$ cat config.mk
export PLATFORM = sky130hd
export DESIGN_NAME = coeff_pack_buffer_flat
export DESIGN_NICKNAME = d
export VERILOG_FILES = /design/src/rtl/coeff_pack_buffer_if.sv /design/src/rtl/coeff_pack_buffer.sv /design/src/flat_wrapper.sv
export SDC_FILE = /design/constraint.sdc
export NUM_CORES = 1
export LEC_CHECK = 0
export CORE_ASPECT_RATIO = 1.2
export CORE_MARGIN = 2
export CORE_UTILIZATION = 53
export CTS_CLUSTER_DIAMETER = 60
export CTS_CLUSTER_SIZE = 25
export DETAILED_ROUTE_END_ITERATION = 12
export MAX_ROUTING_LAYER = met4
export PLACE_DENSITY = 0.89
export SKIP_CTS_REPAIR_TIMING = 1
export SLEW_MARGIN = 40
export SYNTH_ARGS = -nofsm -noshare
export SYNTH_HDL_FRONTEND = slang
export SYNTH_SLANG_ARGS = --single-unit
$ cat constraint.sdc
create_clock -name clk -period 2.47 [get_ports clk]
set_input_delay 0.494 -clock clk [delete_from_list [all_inputs] [get_ports clk]]
set_output_delay 0.494 -clock clk [all_outputs]
set_load 0.01 [all_outputs]
$ cat src/rtl/coeff_pack_buffer_if.sv
// Bus between the coefficient feeder, the pack buffer and the downstream mux.
// Both the in_* and sel_* channels transfer on a rising edge where valid && ready.
// A producer must not make valid depend on ready, and must hold its data stable while waiting.
interface coeff_pack_buffer_if #(
  parameter int N = 4,
  parameter int S = 16
);
  localparam int SW = $clog2(S);

  logic [N-1:0]   in_data;
  logic           in_valid;
  logic           in_ready;
  logic [S*N-1:0] a;
  logic [SW-1:0]  sel;
  logic           sel_valid;
  logic           sel_ready;
  logic           done;
  logic           busy;
  logic           dbg_state;  // 0 = LOAD, 1 = SCAN

  modport master (
    output in_data, in_valid, sel_ready,
    input  in_ready, a, sel, sel_valid, done, busy, dbg_state
  );

  modport slave (
    input  in_data, in_valid, sel_ready,
    output in_ready, a, sel, sel_valid, done, busy, dbg_state
  );
endinterface

$ cat src/rtl/coeff_pack_buffer.sv
// Collects S serial N-bit coefficients into a packed vector, then scans the
// mux select 0..S-1 with the vector held, one index per accepted handshake.
module coeff_pack_buffer #(
  parameter int N = 4,
  parameter int S = 16
) (
  input  logic               clk,
  input  logic               rst,
  coeff_pack_buffer_if.slave bus
);
  localparam int SW = $clog2(S);

  typedef enum logic {
    LOAD = 1'b0,
    SCAN = 1'b1
  } state_t;

  state_t         state_q;
  state_t         state_d;
  logic [SW-1:0]  wr_cnt_q;
  logic [SW-1:0]  sel_q;
  logic [S*N-1:0] a_q;
  logic           done_q;

  logic in_ready_int;
  logic sel_valid_int;
  logic in_fire;
  logic sel_fire;
  logic last_word;
  logic last_sel;

  // State register
  always_ff @(posedge clk) begin
    if (rst) begin
      state_q <= LOAD;
    end else begin
      state_q <= state_d;
    end
  end

  // Next-state logic
  always_comb begin
    state_d = state_q;
    case (state_q)
      LOAD: if (in_fire && last_word) state_d = SCAN;
      SCAN: if (sel_fire && last_sel) state_d = LOAD;
      default: state_d = LOAD;
    endcase
  end

  // Output decode; in_ready and sel_valid are pure decodes of the state flop
  always_comb begin
    in_ready_int  = 1'b0;
    sel_valid_int = 1'b0;
    case (state_q)
      LOAD: in_ready_int  = 1'b1;
      SCAN: sel_valid_int = 1'b1;
      default: in_ready_int = 1'b0;
    endcase
  end

  assign in_fire   = bus.in_valid & in_ready_int;
  assign sel_fire  = sel_valid_int & bus.sel_ready;
  assign last_word = (wr_cnt_q == SW'(S - 1));
  assign last_sel  = (sel_q == SW'(S - 1));

  // Datapath: words not rewritten keep the previous block's value
  always_ff @(posedge clk) begin
    if (rst) begin
      a_q      <= '0;
      wr_cnt_q <= '0;
      sel_q    <= '0;
      done_q   <= 1'b0;
    end else begin
      done_q <= sel_fire & last_sel;
      if (in_fire) begin
        for (int k = 0; k < S; k++) begin
          if (wr_cnt_q == SW'(k)) a_q[k*N +: N] <= bus.in_data;
        end
        wr_cnt_q <= wr_cnt_q + SW'(1);
        if (last_word) sel_q <= '0;
      end
      if (sel_fire) sel_q <= sel_q + SW'(1);
    end
  end

  assign bus.in_ready  = in_ready_int;
  assign bus.sel_valid = sel_valid_int;
  assign bus.busy      = sel_valid_int;
  assign bus.a         = a_q;
  assign bus.sel       = sel_q;
  assign bus.done      = done_q;
  assign bus.dbg_state = state_q;
endmodule

$ cat src/flat_wrapper.sv
// flat-port wrapper written by rule: the top's interface ports become plain ports
module coeff_pack_buffer_flat 
#(
  parameter int N = 4,
  parameter int S = 16
)
  (clk, rst, bus_in_data, bus_in_valid, bus_sel_ready, bus_in_ready, bus_a, bus_sel, bus_sel_valid, bus_done, bus_busy, bus_dbg_state);
  coeff_pack_buffer_if #(.N(N), .S(S)) bus_i ();
  input  logic clk;
  input  logic rst;
  input wire logic [$bits(bus_i.in_data)-1:0] bus_in_data;
  input wire logic [$bits(bus_i.in_valid)-1:0] bus_in_valid;
  input wire logic [$bits(bus_i.sel_ready)-1:0] bus_sel_ready;
  output wire logic [$bits(bus_i.in_ready)-1:0] bus_in_ready;
  output wire logic [$bits(bus_i.a)-1:0] bus_a;
  output wire logic [$bits(bus_i.sel)-1:0] bus_sel;
  output wire logic [$bits(bus_i.sel_valid)-1:0] bus_sel_valid;
  output wire logic [$bits(bus_i.done)-1:0] bus_done;
  output wire logic [$bits(bus_i.busy)-1:0] bus_busy;
  output wire logic [$bits(bus_i.dbg_state)-1:0] bus_dbg_state;
  assign bus_i.in_data = bus_in_data;
  assign bus_i.in_valid = bus_in_valid;
  assign bus_i.sel_ready = bus_sel_ready;
  assign bus_in_ready = bus_i.in_ready;
  assign bus_a = bus_i.a;
  assign bus_sel = bus_i.sel;
  assign bus_sel_valid = bus_i.sel_valid;
  assign bus_done = bus_i.done;
  assign bus_busy = bus_i.busy;
  assign bus_dbg_state = bus_i.dbg_state;
  coeff_pack_buffer #(.N(N), .S(S)) u_core (.clk(clk), .rst(rst), .bus(bus_i));
endmodule
==> summary.md <==
| Metric | Value |
|---|---|
| DR pass1 iterations | 4 |
| Pre-CTS WS | between 0.3 and 0.4 ns |
| Max IR drop VDD | just over 0.5 mV |
| HP Class | flip-flop to flip-flop |
| Clk_lat worst skew | roughly 0.36 ns |
| Max-cap violations | 0 |
| Die H | ~89 µm |
| Antenna diode instance count | 0 |
| Max stage delay on crit path | between 0.6 and 0.7 ns |
| Yosys warnings | 0 |
| TNS Setup | 0 ns |
| Antenna-violating nets left | 0 |
| Detailed placer's ending HPWL | 4650 µm |
| GP Congestion | 0.805 |
| Fin crit share | 83.3% |
| Largest cells by area after synthesis | dfxtp_1 (46%), mux2i_1 (20%), nand2b_1 (13%) |
| Fin crit period | roughly 2.1 ns |
| Area of the core | between 5000 and 6000 µm² |
| Filler instances | roughly 480 |
| Cell with the most instances after synthesis | dfxtp_1 |
| Synthesis-to-finish area growth | 32.1% |
| FP Rows | 31 |
| Reg-to-reg slack, setup | roughly 0.94 ns |
| Worst setup margin | 0.412 ns |
| PortBufs | 80 |
| Grt ovf | 0 |
| F_max | slightly below 500 MHz |
| Seq/Total Area, Yosys | a little under half |
| CTS max path bufs | 2 |
| Pin count of the biggest net entering global routing | 46 |
| Total track usage | between 20% and 30% |
| Worst Hold Depth | 2 |
| Clock skew | approximately 0.0084 ns |
| Critical path class | flip-flop to output pin |
| Vias | 2338 |
| H-tree depth | 3 |
| Wire length of the first global-routing pass | roughly 11000 µm |
| CTS tree | built |
| CP Max Fanout | 12 |
| Starting Density | around 54% |
| CTS root buffer | clkbuf_8 |
| Synth unique cells | 35 |
| Initial antenna violation count | 0 |
| Chip Width | approximately 75 µm |
| Status | finished, final reports clean |
| Layout cells sized above 1 | a little under an eighth |
| Mapped Cells | a little under 300 |
| Area share of the leading cell type in the synthesized netlist | a little under half |
| Unrepaired setup endpoints after global routing | false |
| Post-synth ARST share | 0% |
| DRT iter0 DRCs | 139 |
| DR WL/cell | 15.4 µm |
| Most frequent cells after synthesis | dfxtp_1 (74), nand2b_1 (68), mux2i_1 (65) |
| Top FF cell, synth | dfxtp_1 |
| CP Buf/Inv Count | 1 |
| Worst relative slew slack | between 50% and 60% |
| CP startpoint kind | flip-flop |
| Final Non-Filler Cells | ~450 |
| Vias in the first global route | roughly 2200 |
| Kind of end point of the critical path | output pin |
| WL final | 6980 µm |
| Area leader, netlist | dfxtp_1 |
| Pwr/cell area | between 500 and 600 nW/µm² |
| # setup viols final | 0 |
| P_leak | between 0.0015 and 0.002 µW |
| CTS Buf Count | 9 |
| Worst EP required | between 1.5 and 2 ns |
| Die area | ~6700 µm² |
| Slowest CP cell | clkdlybuf4s50_1 |
| Stages on the worst setup path | 1 |
| Top cell family by delay on the critical path | buffers and inverters |
| Number of slew-limit violations in the final report | 0 |
| Placed Instance Area | 4030 µm² |
| Post-synth EDFFs | 0 |
| Fin nets | 381 |
| Detailed-route DRC error count | 0 |
| Clk slew on worst S/H paths | ~0.070 ns |
| Placed insts | about 440 |
| Total power | 2420 µW |
| Worst-path cell chain | clkdlybuf4s50_1 |
| CTS sink count | between 70 and 80 |
| Worst R2R Path Depth | 3 |
| Synthesized area | about 3200 µm² |
| Mean Syn Cell Area | ~11 µm² |
| Ports | 81 |
| Vias/cell | between 5 and 6 |
| WP data arrival | about 1.6 ns |
| Final hold violation count | 0 |
| Worst-margin pin slew | around 0.66 ns |
| Final instance area | roughly 4300 µm² |
| Count of state elements after synthesis | 74 |
| Syn Nets | ~310 |
[path summary, 6_finish.rpt]
check | from | to
max | u_core.bus.dbg_state$_SDFF_PP0_ | bus_sel_valid
min | u_core.bus.a[59]$_SDFFE_PP0P_ | u_core.bus.a[59]$_SDFFE_PP0P_
max reg2reg | u_core.wr_cnt_q[2]$_SDFFE_PP0P_ | u_core.bus.a[63]$_SDFFE_PP0P_
min reg2reg | u_core.bus.a[59]$_SDFFE_PP0P_ | u_core.bus.a[59]$_SDFFE_PP0P_
[cell usage in the layout, fill, tap and decap left out, types with 3 or more instances in the layout]
cell type | synthesis | final
a21oi_1 | 3 | 3
clkinvlp_4 | 0 | 3
nand3_1 | 3 | 3
ha_1 | 6 | 6
dfxtp_1 | 74 | 74
nand2b_1 | 68 | 68
nand3_2 | 12 | 12
o211ai_1 | 4 | 4
clkdlybuf4s50_1 | 0 | 79
clkbuf_8 | 0 | 9
buf_4 | 4 | 5
mux2i_1 | 65 | 65
inv_1 | 4 | 4
nor2_1 | 4 | 4
[per-layer routing]
layer | vias up | share of wire, % | global-route usage, %
met3 | 15 | 3.4 | 5.07
met5 | - | 0 | -
met4 | 0 | 2.0 | 9.41
met2 | 50 | 50 | 36.3
met1 | 1137 | 44 | 26.7
li1 | 1136 | - | -
[through the flow]
| step | hold WS, ns | util, % |
|---|---|---|
| floorplan | 0.493 | - |
| global placement | 0.462 | 67.5 |
| detailed placement | 0.464 | 67.5 |
| CTS | 0.480 | 71.2 |
| global route | 0.499 | 71.2 |
| finish | 0.478 | 71.2 |
[flip-flops by register name, indices dropped and copies added, names as in the netlist]
name / count
u_core.bus.a: 64
u_core.bus.sel: 4
u_core.wr_cnt_q: 4
u_core.bus.dbg_state: 1
u_core.bus.done: 1
[power breakdown]
group          internal (µW)  total (µW)  switching, µW
clock                    570        1030            457
combinational           80.4         172           91.1
sequential              1210        1220           12.9
[layout make-up]
class / count / area (µm²) / area share, %
clock buffer: 10 / 128 / 3.00
sequential: 74 / 1480 / 34.8
clock inverter: 6 / 91.3 / 2.15
multi-input combinational: 192 / 1580 / 37.2
tap: 82 / 103 / 2.41
inverter: 4 / 15.0 / 0.353
timing repair buffer: 86 / 853 / 20.1
[kinds of logic (layout without fill, tap and decap cells)]
group / count (synthesis) / in the layout / share of synthesized area, %
fa+ha+maj: 6 / 6 / 2.33
xor+xnor: 2 / 2 / 0.544
compound gates: 10 / 10 / 1.94
buf+inv: 28 / 106 / 4.90
flops: 74 / 74 / 46.0
mux: 66 / 66 / 20.6
simple gates: 108 / 108 / 23.7
Power figures use the tool's default switching activity.
